$ cat config.mk
export PLATFORM = sky130hd
export DESIGN_NAME = nibble_stream_monitor
export DESIGN_NICKNAME = d
export VERILOG_FILES = /design/src/rtl/nibble_mon_pkg.sv /design/src/rtl/nibble_fifo.sv /design/src/rtl/nibble_stream_monitor.sv
export SDC_FILE = /design/constraint.sdc
export NUM_CORES = 1
export LEC_CHECK = 0
export ABC_AREA = 1
export CORE_MARGIN = 1
export CORE_UTILIZATION = 55
export DETAILED_ROUTE_END_ITERATION = 6
export HOLD_SLACK_MARGIN = 0.08
export PLACE_DENSITY = 0.79
export SLEW_MARGIN = 20
export SYNTH_ARGS = -nofsm -noshare
export SYNTH_HDL_FRONTEND = slang
export SYNTH_SLANG_ARGS = --single-unit
$ cat constraint.sdc
create_clock -name clk -period 2.4 [get_ports clk]
set_clock_uncertainty 0.15 [all_clocks]
set_input_delay 0.36 -clock clk [delete_from_list [all_inputs] [get_ports clk]]
set_output_delay 0.36 -clock clk [all_outputs]
set_load 0.1 [all_outputs]
$ cat src/rtl/nibble_mon_pkg.sv
// Shared widths, pattern-FSM states and nibble arithmetic for the nibble stream monitor.
package nibble_mon_pkg;

  localparam int unsigned NIB_W = 4;
  localparam int unsigned SCNT_W = 8;

  typedef enum logic [1:0] {
    S_IDLE = 2'd0,
    S_GOT0 = 2'd1,
    S_GOT1 = 2'd2
  } state_e;

  // Modular nibble addition; the carry out is intentionally discarded.
  function automatic logic [NIB_W-1:0] nib_add(input logic [NIB_W-1:0] a,
                                               input logic [NIB_W-1:0] b);
    logic [NIB_W:0] sum;
    sum = {1'b0, a} + {1'b0, b};
    return sum[NIB_W-1:0];
  endfunction

endpackage

$ cat src/rtl/nibble_fifo.sv
// Show-ahead nibble FIFO; a push into a full FIFO is accepted only when a pop frees a slot.
module nibble_fifo
  import nibble_mon_pkg::*;
#(
  parameter int unsigned DEPTH = 4
) (
  input  logic             clk,
  input  logic             reset,
  input  logic             push,
  input  logic [NIB_W-1:0] din,
  input  logic             pop,
  output logic [NIB_W-1:0] dout,
  output logic             empty,
  output logic             full
);

  localparam int unsigned PTR_W  = (DEPTH > 1) ? $clog2(DEPTH) : 1;
  localparam int unsigned FCNT_W = $clog2(DEPTH + 1);

  logic [PTR_W-1:0]  wr_ptr_q, wr_ptr_d;
  logic [PTR_W-1:0]  rd_ptr_q, rd_ptr_d;
  logic [FCNT_W-1:0] count_q, count_d;
  logic [NIB_W-1:0]  mem_q [DEPTH];
  logic [NIB_W-1:0]  mem_d [DEPTH];
  logic              do_push;
  logic              do_pop;

  assign empty = (count_q == FCNT_W'(0));
  assign full  = (count_q == FCNT_W'(DEPTH));
  assign dout  = empty ? '0 : mem_q[rd_ptr_q];

  // Pointer/count update; pointers wrap naturally because DEPTH is a power of two.
  always_comb begin
    do_pop   = pop & ~empty;
    do_push  = push & (~full | do_pop);
    mem_d    = mem_q;
    wr_ptr_d = wr_ptr_q;
    rd_ptr_d = rd_ptr_q;
    count_d  = count_q;
    if (do_push) begin
      mem_d[wr_ptr_q] = din;
      wr_ptr_d        = wr_ptr_q + PTR_W'(1);
    end
    if (do_pop) begin
      rd_ptr_d = rd_ptr_q + PTR_W'(1);
    end
    case ({do_push, do_pop})
      2'b10:   count_d = count_q + FCNT_W'(1);
      2'b01:   count_d = count_q - FCNT_W'(1);
      default: count_d = count_q;
    endcase
  end

  always_ff @(posedge clk) begin
    if (reset) begin
      wr_ptr_q <= '0;
      rd_ptr_q <= '0;
      count_q  <= '0;
    end else begin
      wr_ptr_q <= wr_ptr_d;
      rd_ptr_q <= rd_ptr_d;
      count_q  <= count_d;
    end
  end

  // Storage needs no reset: dout is masked while the FIFO is empty.
  always_ff @(posedge clk) begin
    mem_q <= mem_d;
  end

endmodule

$ cat src/rtl/nibble_stream_monitor.sv
// Consumes the generator nibble stream: buffers it, detects a 3-nibble pattern,
// checks the fixed step between samples, counts samples and flags FIFO overflow.
module nibble_stream_monitor
  import nibble_mon_pkg::*;
#(
  parameter int unsigned      DEPTH = 4,
  parameter logic [NIB_W-1:0] PAT0  = 4'h3,
  parameter logic [NIB_W-1:0] PAT1  = 4'h4,
  parameter logic [NIB_W-1:0] PAT2  = 4'h5,
  parameter logic [NIB_W-1:0] STEP  = 4'h1
) (
  input  logic              clk,
  input  logic              reset,
  input  logic [NIB_W-1:0]  q_in,
  input  logic              valid_in,
  output logic [NIB_W-1:0]  out_data,
  output logic              out_valid,
  input  logic              out_ready,
  output logic              match,
  output logic              step_err,
  output logic              overflow,
  output logic [SCNT_W-1:0] sample_cnt
);

  logic              fifo_empty;
  logic              fifo_full;
  logic              fifo_pop;

  state_e            state_q, state_d;
  logic [NIB_W-1:0]  prev_q, prev_d;
  logic              have_prev_q, have_prev_d;
  logic              match_q, match_d;
  logic              step_err_q, step_err_d;
  logic              overflow_q, overflow_d;
  logic [SCNT_W-1:0] cnt_q, cnt_d;

  assign out_valid = ~fifo_empty;
  assign fifo_pop  = ~fifo_empty & out_ready;

  nibble_fifo #(
    .DEPTH(DEPTH)
  ) u_fifo (
    .clk  (clk),
    .reset(reset),
    .push (valid_in),
    .din  (q_in),
    .pop  (fifo_pop),
    .dout (out_data),
    .empty(fifo_empty),
    .full (fifo_full)
  );

  // Pattern FSM, step checker, sample counter and sticky overflow.
  always_comb begin
    state_d     = state_q;
    prev_d      = prev_q;
    have_prev_d = have_prev_q;
    match_d     = 1'b0;
    step_err_d  = 1'b0;
    overflow_d  = overflow_q | (valid_in & fifo_full & ~fifo_pop);
    cnt_d       = cnt_q;

    if (valid_in) begin
      prev_d      = q_in;
      have_prev_d = 1'b1;
      step_err_d  = have_prev_q & (q_in != nib_add(prev_q, STEP));
      if (cnt_q != {SCNT_W{1'b1}}) begin
        cnt_d = cnt_q + SCNT_W'(1);
      end

      unique case (state_q)
        S_IDLE: begin
          state_d = (q_in == PAT0) ? S_GOT0 : S_IDLE;
        end
        S_GOT0: begin
          if (q_in == PAT1)      state_d = S_GOT1;
          else if (q_in == PAT0) state_d = S_GOT0;
          else                   state_d = S_IDLE;
        end
        S_GOT1: begin
          if (q_in == PAT2) begin
            match_d = 1'b1;
            state_d = (PAT2 == PAT0) ? S_GOT0 : S_IDLE;
          end else if (q_in == PAT0) begin
            state_d = S_GOT0;
          end else begin
            state_d = S_IDLE;
          end
        end
        default: state_d = S_IDLE;
      endcase
    end
  end

  always_ff @(posedge clk) begin
    if (reset) begin
      state_q     <= S_IDLE;
      prev_q      <= '0;
      have_prev_q <= 1'b0;
      match_q     <= 1'b0;
      step_err_q  <= 1'b0;
      overflow_q  <= 1'b0;
      cnt_q       <= '0;
    end else begin
      state_q     <= state_d;
      prev_q      <= prev_d;
      have_prev_q <= have_prev_d;
      match_q     <= match_d;
      step_err_q  <= step_err_d;
      overflow_q  <= overflow_d;
      cnt_q       <= cnt_d;
    end
  end

  assign match      = match_q;
  assign step_err   = step_err_q;
  assign overflow   = overflow_q;
  assign sample_cnt = cnt_q;

endmodule

**Word-level counts from Yosys, hierarchy flattened**

Cells that the tools add are included.

- Eq/ne operators: 10
- Bitwise gates (word level): 15
- $add $sub $neg: 6
- Reductions and logical operators: 7
- $lt $le $gt $ge: 3
- Mux-type cells: 13

Operators with widths:

| cell | number |
|---|---|
| $bwmux W16 | 1 |
| $mux W4 | 4 |
| $add A8 B1 Y8 const B | 1 |
| $bmux W4 S2 | 1 |
| $demux W4 S2 | 1 |
| $eq A4 B3 Y1 const B | 2 |
| $ne A8 B8 Y1 const B | 1 |
| $and A1 B1 Y1 | 6 |
| $ge A3 B3 Y1 const B | 2 |
| $not A2 Y3 | 2 |
| $pmux W2 S3 | 1 |
| $pmux W3 S2 | 1 |
| $not A1 Y1 | 5 |
| $add A2 B1 Y2 const B | 2 |
| $add A4 B1 Y4 const B | 1 |
| $eq A2 B1 Y1 const B | 2 |
| $eq A2 B2 Y1 const B | 2 |
| $eq A4 B2 Y1 const B | 1 |
| $mux W2 | 2 |
| $ne A4 B4 Y1 | 1 |
| $add A3 B1 Y3 const B | 1 |
| $eq A3 B3 Y1 const B | 1 |
| $logic_not A3 Y1 | 1 |
| $lt A3 B1 Y1 const B | 1 |
| 9 further kinds | 11 |

- Input port bits: 8
- Register bits: 41
- Output and inout bits: 16

**Longest topological paths before layout**

Gate-level depths: netlist of run 1.

- Depth after elaboration: 8
- Gate-level depth with buffers: 11

**Modules after synthesis**

A second synthesis of run 1 with hierarchy kept.

- Cell total of the unflattened synthesis: 253
- Area, all modules: 2021.9 um^2

By module, submodules not included:

| module | area an instance (um^2) | instances | cells an instance | sequential area each (um^2) |
|---|---|---|---|---|
| nibble_fifo | 1072.3 | 1 | 116 | 620.6 |
| nibble_stream_monitor | 949.7 | 1 | 137 | 360.3 |

**Worst setup path after synthesis of run 1**

Ideal clock, no wire load.

- Path type: register -> output
- Start: reg u_fifo.count_q[1]
- End: out out_data[0]
- Path buffers: 0
- Data required time: 1.890 ns
- Arrival time: 2.764 ns
- Stages on the path, launching flop included: 5
- Path slack: -0.874 ns
- Path through: dfxtp_1 > nor2_1 > nand2_1 > inv_1 > a21oi_1

- Cells in the longest elaborated chain, start to end: 2

Ends and longest elaborated chain:

| element | RTL line | text |
|---|---|---|
| start, declared | nibble_fifo.sv:22 | `logic [FCNT_W-1:0] count_q, count_d;` |
| start signal, assigned | nibble_fifo.sv:62 | `count_q <= count_d;` |
| $logic_not A3 Y1 | nibble_fifo.sv:28 | `assign empty = (count_q == FCNT_W'(0));` |
| $mux W4 | nibble_fifo.sv:30 | `assign dout = empty ? '0 : mem_q[rd_ptr_q];` |
| end, declared | nibble_stream_monitor.sv:16 | `output logic [NIB_W-1:0] out_data,` |

Every way passes these cells.

**Worst setup path after layout of run 1**

- Start: reg u_fifo.rd_ptr_q[0]
- End: out out_data[1]

- Cells in the longest elaborated chain, start to end: 5

Ends and longest elaborated chain:

| element | RTL line | text |
|---|---|---|
| start, declared | nibble_fifo.sv:21 | `logic [PTR_W-1:0] rd_ptr_q, rd_ptr_d;` |
| start signal, assigned | nibble_fifo.sv:61 | `rd_ptr_q <= rd_ptr_d;` |
| $not A2 Y3 (not written as such) | nibble_fifo.sv:30 |  |
| $bmux W4 S2 | nibble_fifo.sv:30 |  |
| $mux W4 (not written as such) (2 in a row) | nibble_fifo.sv:30 |  |
| $mux W4 | nibble_fifo.sv:30 |  |

Every way passes these cells. The select of a mux whose other input is x is not followed.

==> results by group, run 1 <==
Timing
  – Setup repair after global routing missed its margin: false
  – Final setup TNS: 0 ns
  – Final Worst Setup Slack: 0.241 ns
  – Slew @ Worst Pin: 0.373 ns
  – Hold Violations, Final: 0
  – Slew HR: 74.9%
  – Fin crit share: 89.9%
  – Min Tclk post-route: 2.16 ns
  – Max-slew violations: 0
  – Final setup fails: 0
  – F_max: 463 MHz

Global routing
  – Number of antenna violations at the first check in global routing: 0
  – Vias in the first global route: 1,450
  – Total gr overflow: 0
  – Tot GR Track Use: 23.1%
  – First-pass GRT wire length: 6260 um
  – Largest net degree at the start of global routing: 21

Cells and area
  – Area grow syn2layout: 22.2%
  – Most frequent cells in the layout: 43 x nor2_1, 38 x nand2_1, 30 x inv_1
  – Fillers: 255
  – Final core utilization: 71.2%
  – Total Nets Final: 282
  – Share of post-route cells with drive strength above 1: 16.5%
  – Most common cell after layout, fill and taps aside: nor2_1
  – Post-route cell area: 2410 um^2
  – # diodes: 0

Pwr
  – Cell-internal power: 1.46 mW
  – Gate power share: 45.2%
  – Leakage: 0.999 nW
  – Part of the power in registers: 33.1%
  – Share of total power in the clock network: 21.8%
  – Sw power: 1.07 mW
  – Power after layout: 2.53 mW
  – PwrDens: 1050 nW/um^2
  – Worst IR drop on VDD: 741 uV
  – Sw Ratio: 42.4%

Route
  – DRT iter0 DRCs: 83
  – DRC Markers: 0
  – Wire per inst: 12.0 um
  – DR vias/cell: 5.08
  – Final wirelength: 3750 um
  – Total vias in the final route: 1,590
  – Drt first pass iters: 4
  – Routed Antenna Nets: 0

Clock network
  – CTS buffer count: 5
  – Number of gates resized after cts: 0
  – CTS tree: yes
  – Setup Fix Bufs, Post-CTS: 0
  – Clock Sinks: 41
  – CTS H-Tree Depth: 2
  – Clock Path Buffers: 2
  – Clk pin slew, worst setup/hold paths: 0.12 ns
  – Clock Latency Late Sink: 0.35 ns
  – CTS root buf: clkbuf_4
  – Hold buffers post-CTS: 0

Place
  – PortBufs: 23
  – DP Area: 2310 um^2
  – RD Place Congestion: 0.772
  – Setup Slack @ Placement: -0.000977 ns
  – Detailed Place HPWL: 2710 um

Yosys
  – FF+latch count, synth: 41
  – Syn. warnings: 0
  – Yosys cell types: 27
  – Post-synth top flop: dfxtp_1
  – Synthesized area per cell: 8.33 um^2
  – Part of the Yosys area used for sequential elements: 49.7%
  – Post-synth net total: 253
  – Number of synthesized flops with an enable pin: 16
  – Post-synth ARST share: 0%
  – Post-synthesis cell area: 1970 um^2
  – Synth Instances: 237

Floorplan
  – Initial Util: 58.3%
  – Row count: 21
  – Die ar.: 3830 um^2
  – Die Span X: 61.9 um
  – IO Pins: 24
  – Chip height: 61.9 um
  – Core region area: 3390 um^2

Setup path
  – Startpoint types: flip-flop
  – Crit-path max cell delay: 0.45 ns
  – Required time worst endpoint: 1.89 ns
  – Worst Path Max Fanout: 10
  – Setup CP Type: reg2out
  – WP data arrival: 1.65 ns
  – Critical Path Sink Type: output port
  – Worst-path cell chain: inv_1, o21ai_0, a21oi_4, buf_12
  – Critical path's slowest cell: dfxtp_2

Flow run
  – Max Cap Violations: 0

Run status
  – Status: finished clean

Worst hold path
  – Hold WC Path Type: reg2reg
==> per-layer routing <==
metal | global-route usage [%] | share of wire [%] | vias up
li1 | - | - | 831
met1 | 29.3 | 46 | 734
met2 | 38.4 | 49 | 20
met3 | 5.59 | 2.9 | 5
met4 | 8.89 | 1.6 | 0
met5 | 0 | 0 | -
==> cells in the mapped netlist, types with 3 or more instances <==
library cell / number / area (um^2)
o21ai_0: 19 / 95.1
buf_4: 3 / 22.5
nor3_1: 3 / 15.0
a21oi_1: 18 / 90.1
edfxtp_1: 16 / 480
inv_1: 30 / 113
nand2_1: 39 / 146
dfxtp_1: 25 / 500
nand4_1: 6 / 37.5
ha_1: 7 / 87.6
nand3_1: 7 / 35.0
nor2_1: 43 / 161
==> state kept, by name, indices dropped and copies added, names as in the netlist <==
register         count
u_fifo.mem_q        16
sample_cnt           8
prev_q               4
u_fifo.count_q       3
state_q              2
u_fifo.rd_ptr_q      2
u_fifo.wr_ptr_q      2
have_prev_q          1
match                1
overflow             1
step_err             1
==> kinds of logic after synthesis <==
family	Yosys count	share of synthesized area, %
and+or+nand+nor	110	25.2
DFF	41	49.7
AOI/OAI and AO/OA	39	10.1
buffers and inverters	35	7.79
adders and majority gates	8	5.45
xor gates and xnor gates	4	1.77
==> critical path, delay by kind of cell (launching register included) <==
kind,cells,cell delay (ns)
compound gates,2,0.48
flops,1,0.45
buf+inv,2,0.36
==> power by group through the flow <==
stage	combinational (mW)	clock [mW]	sequential, mW
floorplan	0.810	0	0.859
global placement	1.13	0	0.848
detailed placement	1.14	0	0.850
CTS	1.15	0.559	0.834
global route	1.23	0.590	0.849
finish	1.14	0.551	0.837
==> stage by stage <==
step / instances / hold slack (ns)
floorplan: 237 / 0.286
global placement: 305 / 0.299
detailed placement: 305 / 0.317
CTS: 313 / 0.342
global route: 313 / 0.353
finish: 313 / 0.336
==> worst paths after layout <==
check,start,slack [ns],to,cells after the start
worst max-delay path,u_fifo.rd_ptr_q[0]$_SDFFE_PP0P_,0.24,out_data[1],4
worst min-delay path,have_prev_q$_SDFFE_PP0P_,0.34,have_prev_q$_SDFFE_PP0P_,2
worst max register to register,u_fifo.count_q[1]$_SDFFE_PP0P_,0.37,u_fifo.count_q[2]$_SDFFE_PP0P_,10
worst min register to register,have_prev_q$_SDFFE_PP0P_,0.34,have_prev_q$_SDFFE_PP0P_,2
==> cell type report <==
type	instances	area (um^2)	share of cell area, %
clock inverters	3	65.1	2.70
repair buffers	27	270	11.2
flip-flops and latches	41	982	40.7
clock buffers	5	37.5	1.56
multi-input cells	161	887	36.8
well taps	46	57.6	2.39
inverters	30	113	4.67
(Power assumes the default switching activity.)
==> run 2, diff against run 1 <==
- CTS_CLUSTER_SIZE: default -> 10
==> results of run 2 <==
The final DEF is identical to that of run 1; final timing and power are the same.
==> RTL edit 1, RTL diff (flow settings as in run 2) <==
Remove the register `step_err_q`: a continuous assignment takes its place, so the output `step_err` follows one clock earlier.
--- a/src/rtl/nibble_stream_monitor.sv
+++ b/src/rtl/nibble_stream_monitor.sv
@@ -98,7 +98,6 @@
       prev_q      <= '0;
       have_prev_q <= 1'b0;
       match_q     <= 1'b0;
-      step_err_q  <= 1'b0;
       overflow_q  <= 1'b0;
       cnt_q       <= '0;
     end else begin
@@ -106,11 +105,12 @@
       prev_q      <= prev_d;
       have_prev_q <= have_prev_d;
       match_q     <= match_d;
-      step_err_q  <= step_err_d;
       overflow_q  <= overflow_d;
       cnt_q       <= cnt_d;
     end
   end
+
+  assign step_err_q = step_err_d;
 
   assign match      = match_q;
   assign step_err   = step_err_q;
Formal check against the unedited RTL: not equivalent (a bounded check fails within 4 cycles, from zero or initial values and one cycle with reset high).
==> RTL edit 1 against run 2 <==
Area after synthesis fell by 1.8%; non-clock buffer count rose by 3; first-iteration DRC count fell by 41%; power fell by 6.5%; critical path depth rose by 3; worst setup slack got worse by 0.051 ns; sequential cell count fell by 1; wire length fell by 7.3%; hold slack improved by 0.0016 ns; final area fell by 1.6%; global-route usage fell by 2.4 points.
==> RTL edit 1: results (changes against run 2) <==
- Global-route track usage on met2: 34.8% (was 38.4%)
- Critical path origin: prev_q[0] (was u_fifo.rd_ptr_q[0])
- Status: finished, final reports clean (unchanged)
- Largest net degree at the start of global routing: 16 (was 21)
- Top cells by area, synth: dfxtp_1 25%, edfxtp_1 25%, nor2_1 9.3% (was dfxtp_1 25%, edfxtp_1 24%, nor2_1 8.2%)
- Seq/total area: 40.5% (was 40.7%)
- Post-Place Worst Slack: 0.00911 ns (was -0.000977 ns)
- Vias: 1528 (was 1590)
- Met3 Routed Length: 135 µm (was 108 µm)
- Non-clock inverters: 28 (was 30)
- Unique masters post-synth: 25 (was 27)
- Pwr Density: 997 nW/µm² (was 1050 nW/µm²)
- R2r setup slk: 0.35 ns (was 0.37 ns)
- Fillers: 289 (was 255)
- #MultiIn Comb: 160 (was 161)
- Gp weighted congestion: 0.758 (was 0.772)
- Top cells by instance count after synthesis: 48 x nor2_1, 33 x nand2_1, 26 x inv_1, 24 x dfxtp_1, 22 x o21ai_0 (was 43 x nor2_1, 39 x nand2_1, 30 x inv_1, 25 x dfxtp_1, 19 x o21ai_0)
- Layout clock area frac: 3.22% (was 4.25%)
- Non-clk buf share: 12.9% (was 11.2%)
- CP Capture Point: step_err (was out_data[1])
- Final nets: 281 (was 282)
- Post-place instance area: 2300 µm² (was 2310 µm²)
- Slew HR: 71.0% (was 74.9%)
- Seq/Total Area, Yosys: 49.5% (was 49.7%)
- Number of cells on the worst hold path: 1 (was 2)
RTL edit 1: changes by cell type after synthesis, moves of 3 or more:
| cell | run 2 | this run |
|---|---|---|
| a21oi_2 | 1 | 4 |
| inv_1 | 30 | 26 |
| o21ai_0 | 19 | 22 |
| nor2_1 | 43 | 48 |
| nand4_1 | 6 | 2 |
| xor2_1 | 2 | 6 |
| nand2_1 | 39 | 33 |
| a21oi_1 | 18 | 15 |
RTL edit 1: worst max-delay path, cell delays in order (launching register included):
cell and delay [ns]:
dfxtp_1 0.36, ha_1 0.32, xor2_1 0.14, nor2_1 0.09
nand2_1 0.06, nor2_1 0.17, nor2_2 0.07, buf_12 0.16
RTL edit 1: kinds of logic after synthesis:
group / after synthesis / share of synthesized area [%]
buffers and inverters: 32 / 6.58
xor gates and xnor gates: 9 / 4.06
AOI/OAI and AO/OA: 44 / 12.5
adders and majority gates: 8 / 5.55
and+or+nand+nor: 99 / 21.7
DFF: 40 / 49.5
==> RTL edit 2, RTL diff (config.mk and constraints of run 2) <==
Without the edit above. Change the package constant `NIB_W` from 4 to 5.
--- a/src/rtl/nibble_mon_pkg.sv
+++ b/src/rtl/nibble_mon_pkg.sv
@@ -1,7 +1,7 @@
 // Shared widths, pattern-FSM states and nibble arithmetic for the nibble stream monitor.
 package nibble_mon_pkg;
 
-  localparam int unsigned NIB_W = 4;
+  localparam int unsigned NIB_W = 5;
   localparam int unsigned SCNT_W = 8;
 
   typedef enum logic [1:0] {
Interface: changed (resized out_data and q_in); port bits go from 24 to 26. The function was not compared with the original's and may differ.
==> RTL edit 2 against run 2 <==
Wire length rose by 14%; count of clock-buffer cells in the layout is the same; sequential cell count increased by 5; sequential power rose by 10%; worst setup slack better by 0.014 ns; critical path depth is 1 higher; non-clock buffer count increased by 2; area after synthesis increased by 12%; final area is 13% higher; hold slack got worse by 0.023 ns; power grew 12%.
==> RTL edit 2: results (changes against run 2) <==
- Status: finished, final reports clean (unchanged)
- Critical path origin: u_fifo.rd_ptr_q[1] (was u_fifo.rd_ptr_q[0])
- Worst hold slack: 0.314 ns (was 0.336 ns)
- Gr usage total: 23.0% (was 23.1%)
- Post-Place Cells: 344 (was 305)
- CP max FO: 7 (was 10)
- DR iter-0 viols: 87 (was 83)
- Share of cells above drive strength 1: 13.8% (was 16.5%)
- Largest net degree at the start of global routing: 20 (was 21)
- Critical path's top delay family: flip-flops (was compound AO/OA/AOI/OAI gates)
- Gp weighted congestion: 0.833 (was 0.772)
- Post-synthesis cell count: 273 (was 237)
- M3 GR Usage: 4.17% (was 5.59%)
- Unique masters post-synth: 24 (was 27)
- Syn Nets: 290 (was 253)
- CP Capture Point: out_data[4] (was out_data[1])
- WL final: 4.29 mm (was 3.75 mm)
- Seq/Total Area, Yosys: 50.8% (was 49.7%)
- Grt met1 use: 27.3% (was 29.3%)
- Worst-path clk slew: 0.08 ns (was 0.12 ns)
- Critical Path Max Stage Delay: 0.48 ns (was 0.45 ns)
- Metal2 WL: 2.15 mm (was 1.84 mm)
- Port Buffers: 25 (was 23)
- WHS Endpoint: step_err (was have_prev_q)
- Wire length on met1: 1.90 mm (was 1.74 mm)
- Worst setup margin: 0.255 ns (was 0.241 ns)
- First-pass GRT wire length: 7.45 mm (was 6.26 mm)
- Vias in the first global route: 1765 (was 1450)
- Top cells by instance count after synthesis: 50 x nand2_1, 49 x nor2_1, 39 x inv_1, 26 x dfxtp_1, 22 x o21ai_0 (was 43 x nor2_1, 39 x nand2_1, 30 x inv_1, 25 x dfxtp_1, 19 x o21ai_0)
- Final nets: 320 (was 282)
- LEAKAGE: 1.15 nW (was 0.999 nW)
==> RTL edit 2: cell type report <==
type	instances	share of cell area, %
clock inverters	3	2.53
multi-input cells	182	35.0
repair buffers	29	11.1
inverters	39	5.39
flip-flops and latches	46	41.3
well taps	48	2.21
clock buffers	5	2.53
==> RTL edit 2: power breakdown <==
group | total (W) | switching (W) | internal, W
combinational | 0.00124 | 0.000861 | 0.000380
sequential | 0.000922 | 0.0000393 | 0.000882
clock | 0.000675 | 0.000258 | 0.000417
total | 0.00284 | 0.00116 | 0.00168
==> RTL edit 2: cell families (layout without fill, tap and decap cells) <==
kind of cell | count (synthesis) | after routing | synth area share [%]
AOI/OAI and AO/OA | 43 | 43 | 10.0
adders and majority gates | 8 | 8 | 4.87
buffers and inverters | 45 | 76 | 8.89
DFF | 46 | 46 | 50.8
and+or+nand+nor | 131 | 131 | 25.4
